### config.mk
export PLATFORM = sky130hd
export DESIGN_NAME = pl_exmem_stage
export DESIGN_NICKNAME = d
export VERILOG_FILES = /design/src/rtl/pl_pkg.sv /design/src/rtl/pl_branch_cond.sv /design/src/rtl/pl_exmem_stage.sv
export SDC_FILE = /design/constraint.sdc
export NUM_CORES = 1
export LEC_CHECK = 0
export ABC_AREA = 1
export BUFFER_PORTS_ARGS = -buffer_cell sky130_fd_sc_hd__buf_2
export CAP_MARGIN = 20
export CORE_MARGIN = 8
export CORE_UTILIZATION = 44
export DETAILED_ROUTE_END_ITERATION = 10
export PLACE_DENSITY_LB_ADDON = 0.2
export SLEW_MARGIN = 20
export SYNTH_ARGS = -nofsm -noshare
export SYNTH_HDL_FRONTEND = slang
export SYNTH_SLANG_ARGS = --single-unit
### constraint.sdc
create_clock -name clk -period 1.45 [get_ports clk]
set_clock_uncertainty 0.1 [all_clocks]
set_input_delay 0.0725 -clock clk [delete_from_list [all_inputs] [get_ports clk]]
set_output_delay 0.0725 -clock clk [all_outputs]
set_load 0.01 [all_outputs]
### src/rtl/pl_pkg.sv
// Shared definitions for the EX/MEM pipeline boundary: branch-condition
// encodings, default widths and status-flag bit positions.
package pl_pkg;

  localparam int DATA_W_DEF = 8;
  localparam int ADDR_W_DEF = 16;
  localparam int RD_W_DEF   = 3;

  typedef enum logic [1:0] {
    BR_ALWAYS = 2'b00,
    BR_EQ     = 2'b01,
    BR_GT     = 2'b10,
    BR_LT     = 2'b11
  } br_cond_e;

  // Bit positions inside the packed {C, GT, LT, EQ} flag vector.
  localparam int FLAG_C  = 3;
  localparam int FLAG_GT = 2;
  localparam int FLAG_LT = 1;
  localparam int FLAG_EQ = 0;

endpackage

### src/rtl/pl_branch_cond.sv
// Branch condition evaluator: decides from the committed status flags
// whether a jump with the given condition code is taken.
module pl_branch_cond
  import pl_pkg::*;
(
  input  logic [1:0] cond,
  input  logic [3:0] flags,
  output logic       taken
);

  // Carry never participates in a branch condition.
  logic unused_flag_c;
  assign unused_flag_c = flags[FLAG_C];

  // Select the flag that the condition code names.
  always_comb begin
    // NOTE: default first so no path through the case can infer a latch.
    taken = 1'b0;
    case (br_cond_e'(cond))
      BR_ALWAYS: taken = 1'b1;
      BR_EQ:     taken = flags[FLAG_EQ];
      BR_GT:     taken = flags[FLAG_GT];
      BR_LT:     taken = flags[FLAG_LT];
      default:   taken = 1'b0;
    endcase
  end

endmodule

### src/rtl/pl_exmem_stage.sv
// EX/MEM boundary stage: registers the EX instruction into MEM under a
// valid/ready handshake, owns the C/GT/LT/EQ status flags, resolves jumps
// against them, squashes the instruction following a taken branch and
// provides a forwarding tap back to EX.
module pl_exmem_stage
  import pl_pkg::*;
#(
  parameter int DATA_W = DATA_W_DEF,
  parameter int ADDR_W = ADDR_W_DEF,
  parameter int RD_W   = RD_W_DEF
) (
  input  logic              clk,
  input  logic              rst_n,
  input  logic              ex_valid,
  output logic              ex_ready,
  input  logic [DATA_W-1:0] alu_dout,
  input  logic              alu_cout,
  input  logic              comp_gt,
  input  logic              comp_lt,
  input  logic              comp_eq,
  input  logic              ex_upd_c,
  input  logic              ex_cmp,
  input  logic              ex_jump,
  input  logic [1:0]        ex_br_cond,
  input  logic [ADDR_W-1:0] ex_br_target,
  input  logic              ex_wb_en,
  input  logic              ex_mem_we,
  input  logic              ex_mem_re,
  input  logic [RD_W-1:0]   ex_rd,
  input  logic [ADDR_W-1:0] ex_mem_addr,
  input  logic [DATA_W-1:0] ex_store_data,
  input  logic              mem_ready,
  output logic              mem_valid,
  output logic [DATA_W-1:0] mem_dout,
  output logic [DATA_W-1:0] mem_wdata,
  output logic [ADDR_W-1:0] mem_addr,
  output logic              mem_we,
  output logic              mem_re,
  output logic              mem_wb_en,
  output logic [RD_W-1:0]   mem_rd,
  output logic              flag_c,
  output logic              flag_gt,
  output logic              flag_lt,
  output logic              flag_eq,
  output logic              br_taken,
  output logic [ADDR_W-1:0] br_target,
  output logic              flush_out,
  output logic              fwd_valid,
  output logic [RD_W-1:0]   fwd_rd,
  output logic [DATA_W-1:0] fwd_data
);

  logic              mem_valid_q, mem_valid_d;
  logic [DATA_W-1:0] mem_dout_q, mem_wdata_q;
  logic [ADDR_W-1:0] mem_addr_q;
  logic              mem_we_q, mem_re_q, mem_wb_en_q;
  logic [RD_W-1:0]   mem_rd_q;
  logic [3:0]        flags_q;
  logic              br_taken_q;
  logic [ADDR_W-1:0] br_target_q;
  logic              squash_q, squash_d;

  logic hs, acc, drop, cond_taken, take_branch;

  assign ex_ready    = !mem_valid_q || mem_ready;
  assign hs          = ex_valid && ex_ready;
  assign acc         = hs && !squash_q;
  assign drop        = hs && squash_q;
  // The condition sees the flags as they were before this cycle's update.
  assign take_branch = acc && ex_jump && cond_taken;

  pl_branch_cond u_branch_cond (
    .cond  (ex_br_cond),
    .flags (flags_q),
    .taken (cond_taken)
  );

  // Next-state for the MEM valid bit and the post-branch squash marker.
  always_comb begin
    mem_valid_d = mem_valid_q;
    if (acc)                    mem_valid_d = !ex_jump;
    else if (drop || mem_ready) mem_valid_d = 1'b0;

    squash_d = squash_q;
    if (take_branch) squash_d = 1'b1;
    else if (drop)   squash_d = 1'b0;
  end

  // Pipeline register into MEM; payload loads only on an accepted instruction.
  always_ff @(posedge clk or negedge rst_n) begin
    if (!rst_n) begin
      mem_valid_q <= 1'b0;
      mem_dout_q  <= '0;
      mem_wdata_q <= '0;
      mem_addr_q  <= '0;
      mem_we_q    <= 1'b0;
      mem_re_q    <= 1'b0;
      mem_wb_en_q <= 1'b0;
      mem_rd_q    <= '0;
    end else begin
      // NOTE: non-blocking assignments so every register samples pre-edge values.
      mem_valid_q <= mem_valid_d;
      if (acc) begin
        mem_dout_q  <= alu_dout;
        mem_wdata_q <= ex_store_data;
        mem_addr_q  <= ex_mem_addr;
        mem_we_q    <= ex_mem_we;
        mem_re_q    <= ex_mem_re;
        mem_wb_en_q <= ex_wb_en;
        mem_rd_q    <= ex_rd;
      end
    end
  end

  // Status flags: carry and compare groups update independently on acceptance.
  always_ff @(posedge clk or negedge rst_n) begin
    if (!rst_n) begin
      flags_q <= '0;
    end else if (acc) begin
      if (ex_upd_c) flags_q[FLAG_C] <= alu_cout;
      if (ex_cmp) begin
        flags_q[FLAG_GT] <= comp_gt;
        flags_q[FLAG_LT] <= comp_lt;
        flags_q[FLAG_EQ] <= comp_eq;
      end
    end
  end

  // Branch pulse, held target, and squash of the instruction after a taken branch.
  always_ff @(posedge clk or negedge rst_n) begin
    if (!rst_n) begin
      br_taken_q  <= 1'b0;
      br_target_q <= '0;
      squash_q    <= 1'b0;
    end else begin
      br_taken_q <= take_branch;
      squash_q   <= squash_d;
      if (take_branch) br_target_q <= ex_br_target;
    end
  end

  assign mem_valid = mem_valid_q;
  assign mem_dout  = mem_dout_q;
  assign mem_wdata = mem_wdata_q;
  assign mem_addr  = mem_addr_q;
  assign mem_we    = mem_we_q;
  assign mem_re    = mem_re_q;
  assign mem_wb_en = mem_wb_en_q;
  assign mem_rd    = mem_rd_q;
  assign flag_c    = flags_q[FLAG_C];
  assign flag_gt   = flags_q[FLAG_GT];
  assign flag_lt   = flags_q[FLAG_LT];
  assign flag_eq   = flags_q[FLAG_EQ];
  assign br_taken  = br_taken_q;
  assign br_target = br_target_q;
  assign flush_out = br_taken_q;
  assign fwd_valid = mem_valid_q && mem_wb_en_q;
  assign fwd_rd    = mem_rd_q;
  assign fwd_data  = mem_dout_q;

endmodule

# Word-level counts from Yosys, hierarchy flattened

Cells that the tools add are included.

Equal/unequal tests: 3
Mux-type cells: 5
Reductions and logical operators: 16

Operators by type and width:

| operator             | count |
|---|---|
| $logic_and A1 B1 Y1  | 6 |
| $eq A2 B2 Y1 const B | 2 |
| $mux W1              | 4 |
| $pmux W1 S4          | 1 |
| $reduce_and A2 Y1    | 2 |
| $reduce_bool A2 Y1   | 2 |
| $logic_not A1 Y1     | 3 |
| $eq A2 B1 Y1 const B | 1 |
| $logic_not A2 Y1     | 1 |
| $logic_or A1 B1 Y1   | 2 |

Bits in registers: 61
Input port bits: 67

# Depth between registers and ports, before layout

Depth after elaboration: 7
Depth in mapped cells: 8
Mapped depth without buffers: 7

# Hierarchy

Synthesis repeated with hierarchy kept, for this count alone.

Cells, all modules: 286
Area, all modules: 2524.9 um2

Modules (own cells, without submodules):

| module         | instances | cells each | area an instance (um2) | seq. area each (um2) |
|---|---|---|---|---|
| pl_exmem_stage | 1         | 278        | 2491.1                 | 1526.5 |
| pl_branch_cond | 1         | 8          | 33.8                   | 0.0 |

# Least setup slack after synthesis

Ideal clock, no wire load.

Path type: flip-flop to flip-flop
Start: register mem_valid_q, in the netlist mem_valid
End: register br_target_q[10], in the netlist br_target[10]
Setup time: 0.117 ns
Arrival: 1.118 ns
Data required time: 1.233 ns
Setup slack: 0.115 ns
Stages on the path, launching flop included: 8
Buffers on the path: 1
Period minus slack after synthesis: 1.335 ns
Path through: dfrtp_1 -> nand2_4 -> nand3_4 -> nor2_8 -> nand2_4 -> buf_6 -> nand2_1 -> nand2_1

Cells in the longest elaborated chain, start to end: 6

RTL lines:

| item                              | line                  | text |
|---|---|---|
| start: declaration                | pl_exmem_stage.sv:53  | `logic mem_valid_q, mem_valid_d;` |
| start signal: assignment          | pl_exmem_stage.sv:102 | `mem_valid_q <= mem_valid_d;` |
| $logic_not A1 Y1                  | pl_exmem_stage.sv:65  | `assign ex_ready = !mem_valid_q \|\| mem_ready;` |
| $logic_or A1 B1 Y1                | pl_exmem_stage.sv:65  |  |
| via ex_ready                      | pl_exmem_stage.sv:15  | `output logic ex_ready,` |
| $logic_and A1 B1 Y1               | pl_exmem_stage.sv:66  | `assign hs = ex_valid && ex_ready;` |
| $logic_and A1 B1 Y1               | pl_exmem_stage.sv:67  | `assign acc = hs && !squash_q;` |
| $logic_and A1 B1 Y1 (2 in series) | pl_exmem_stage.sv:70  | `assign take_branch = acc && ex_jump && cond_taken;` |
| end signal: assignment            | pl_exmem_stage.sv:138 | `if (take_branch) br_target_q <= ex_br_target;` |
| end: declaration                  | pl_exmem_stage.sv:60  | `logic [ADDR_W-1:0] br_target_q;` |

The timed path passes the listed nets, and every way through them passes these cells.
A chain may end at the register's enable or synchronous reset.

# Worst setup path in the final report

Start: register flags_q[0]
End: register br_target_q[7], in the netlist br_target[7]

Cells in the longest elaborated chain, start to end: 2

RTL lines:

| item                             | line                  | text |
|---|---|---|
| start: declaration               | pl_exmem_stage.sv:58  | `logic [3:0] flags_q;` |
| start signal: indexed assignment | pl_exmem_stage.sv:120 | `if (ex_upd_c) flags_q[FLAG_C] <= alu_cout;` |
| start signal: indexed assignment | pl_exmem_stage.sv:122 | `flags_q[FLAG_GT] <= comp_gt;` |
| start signal: indexed assignment | pl_exmem_stage.sv:123 | `flags_q[FLAG_LT] <= comp_lt;` |
| $pmux W1 S4                      | pl_branch_cond.sv:19  | `case (br_cond_e'(cond))` |
| $logic_and A1 B1 Y1              | pl_exmem_stage.sv:70  |  |

Every way passes these cells.

==> summary.txt <==
CTS
  – Num CTS Buffers: 9
  – Worst-path clk slew: 70 ps
  – Clock Latency Late Sink: 320 ps
  – Clk buf depth: 2
  – Post-CTS Repair Setup Buffers: 0
  – Root Buffer: clkbuf_8
  – Clock tree from TritonCTS: yes
  – Clock Sinks: 61
  – Total number of H-tree levels: 3

Synthesis
  – Adder-cell area share of the yosys netlist: 0%
  – Largest family of logic cells by synthesized area: simple AND/OR/NAND/NOR gates
  – Mapped Area: 0.002512 mm2
  – Multiplexer share of the synthesized area: 0%
  – Fraction of the mapped netlist area in compound gates: 0.1992%
  – Post-Synthesis Net Count: 350
  – Synth Area in XOR/XNOR: 0%
  – Flip-flop and latch count after synthesis: 61
  – Mapped Cells: 283
  – Yosys warnings: 0
  – Seq/Total Area, Yosys: 60.76%
  – Simple-gate portion of the synthesized area: 31.37%
  – Yosys cell types: 13
  – Syn Area/Cell: 8.878 um2

Timing
  – RSZ-0062 raised after global routing: false
  – Setup TNS: 0 ps
  – Max Freq: 0.7479 GHz
  – Final worst path period need: 1337 ps
  – Final setup fails: 0
  – Slew HR: 71.27%
  – Fin worst setup slack: 112.9 ps
  – Final hold viol count: 0
  – Final Max Tran Viols: 0
  – Crit share post-route: 92.22%
  – Slew @ Worst Pin: 431.0 ps

Global routing
  – First-pass GRT wire length: 13300 um
  – Vias in the first global route: 2712
  – Gr ovfl total: 0
  – Initial antenna violation count: 2
  – GR Util All Layers: 19.53%
  – Largest net degree at the start of global routing: 39

Final layout
  – Multi-input logic area: 793.3 um2
  – Syn-to-layout area delta: 60.71%
  – Final core occ: 73.32%
  – Layout fillers: 422
  – Layout cell share with drive strength beyond 1: 34.02%
  – Seq. cell area: 0.001526 mm2
  – Final layout net count: 550

Setup path
  – Critical path endpoint category: flop
  – Crit Path Class: reg -> reg
  – Flop2flop setup slack: 110 ps
  – CP max FO: 10
  – R2R Path Start: flags_q[0]$_DFFE_PN0P_
  – FF-to-FF path depth: 7
  – CP arrival: 1450 ps
  – Reg-to-reg critical path endpoint: br_target[7]$_DFFE_PN0P_
  – CP Launch Type: flop
  – Critical path data required time: 1570 ps

Hold path
  – Hold EP: br_target[15]$_DFFE_PN0P_
  – WHS Path Cells: 5
  – Min-delay src: ex_br_cond[0]
  – Hold Crit Class: in -> reg

Power and ir drop
  – P per Cell Area: 1390 mW/mm2
  – Peak VDD IR: 0.0007933 V
  – Pwr Total: 5.612 mW
  – Static Leakage: 2.357 nW

Detailed routing
  – # DRC: 0
  – Average routed wire per standard cell: 14.21 um
  – Routed length on met1: 3134 um
  – DR top layer: met4
  – Total wire length: 7984 um
  – Antenna Violating Nets Remaining: 0
  – 1st-iter DRT viols: 87
  – Routed wl met3: 838 um
  – Via-to-Cell Ratio: 4.523
  – Met2 WL: 3837 um
  – DRT Pass-1 Iters: 4
  – Via count: 2542

Floorplanning
  – Die area: 0.008384 mm2
  – Initial Util: 45.63%
  – I/O pin total: 141
  – Die Y: 91.57 um
  – Core Region: 0.005507 mm2
  – Row Count: 27
  – Die X: 91.57 um

Place
  – Buffers on Ports: 140
  – GP Congestion: 0.7401
  – Pre-CTS WS: 127.3 ps
  – HPWL Detailed: 5100 um

Outcome
  – Outcome: finished, final reports clean

Run
  – Maxcap violations: 0
## per-stage QoR
| step | hold slack, ps | instances | instance area [um2] |
|---|---|---|---|
| finish | 180.4 | 562 | 4038 |
| global route | 224.7 | 562 | 4038 |
| CTS | 167.0 | 560 | 4029 |
| detailed placement | 0.1681 | 480 | 3217 |
| global placement | 5.277 | 480 | 3217 |
| floorplan | -323.1 | 283 | 2512 |
## cells in the mapped netlist
cell / number / area [um2]
nand2_1: 162 / 608.1
buf_2: 7 / 35.03
nand2_4: 2 / 22.52
inv_1: 8 / 30.03
nand3_2: 1 / 10.01
nand3_1: 22 / 110.1
buf_4: 15 / 112.6
buf_6: 1 / 11.26
nand3_4: 1 / 17.52
o21ai_0: 1 / 5.000
inv_2: 1 / 3.750
nor2_8: 1 / 20.02
dfrtp_1: 61 / 1526
## flip-flops by register name (all words and copies together), names as in the netlist
| signal | flops |
|---|---|
| br_target | 16 |
| mem_addr | 16 |
| fwd_data | 8 |
| mem_wdata | 8 |
| flags_q | 4 |
| fwd_rd | 3 |
| br_taken | 1 |
| mem_re | 1 |
| mem_valid | 1 |
| mem_wb_en | 1 |
| mem_we | 1 |
| squash_q | 1 |
## layer usage
metal	GRT usage [%]	vias up
met5	0	-
met4	8.868	0
met3	8.230	16
met2	32.23	128
met1	21.38	1145
li1	-	1253
## power by group
| part | internal, mW | switching (mW) |
|---|---|---|
| Sequential | 2.17 | 0.279 |
| Clock | 0.715 | 0.613 |
| Combinational | 0.801 | 1.03 |
## cells in the final DEF (no fill, tap or decap)
cell type	Yosys	final
clkinv_2	0	1
o21ai_0	1	1
inv_2	1	1
buf_6	1	1
nor2_8	1	1
dlygate4sd3_1	0	64
clkbuf_1	0	4
inv_1	8	8
nand3_2	1	1
nand3_1	22	22
nand2_1	162	162
nand3_4	1	1
nand2_4	2	2
dfrtp_1	61	61
buf_4	15	6
clkbuf_8	0	11
buf_12	0	1
buf_2	7	140
diode_2	0	2
## critical path: stages, from the launching register on
cell and delay, ps:
dfrtp_1 400, inv_1 60, nand2_1 50, nand2_1 70, nand3_2 170, buf_4 230
nand3_1 100, nand2_1 60
## timing repair
action / in CTS / in global routing
endpoints found under the hold margin: 121 / 0
gates resized for setup: 0 / 1
hold buffers: 64 / 0
setup endpoints to repair: 0 / 37
## layout make-up
cell class | instances | area share [%]
flip-flops and latches | 61 | 37.81
repair buffers | 212 | 35.11
multi-input cells | 190 | 19.65
clock buffers | 15 | 4.121
well taps | 72 | 2.231
inverters | 9 | 0.8367
clock inverters | 1 | 0.1240
diodes | 2 | 0.1240
## worst max-delay path by stage
stage	from	end	slack, ps
after floorplan	mem_valid$_DFFE_PN0P_	br_target[10]$_DFFE_PN0P_	110
after global placement	mem_valid$_DFFE_PN0P_	fwd_data[5]$_DFFE_PN0N_	160
after detailed placement	mem_valid$_DFFE_PN0P_	mem_we$_DFFE_PN0N_	130
after CTS	mem_ready	mem_addr[2]$_DFFE_PN0N_	40
after global routing	flags_q[0]$_DFFE_PN0P_	br_target[12]$_DFFE_PN0P_	8
final	flags_q[0]$_DFFE_PN0P_	br_target[7]$_DFFE_PN0P_	110
## kinds of logic after synthesis
logic type / Yosys count
simple gates: 189
compound gates: 1
flops: 61
buf+inv: 32
(Power assumes the default switching activity.)
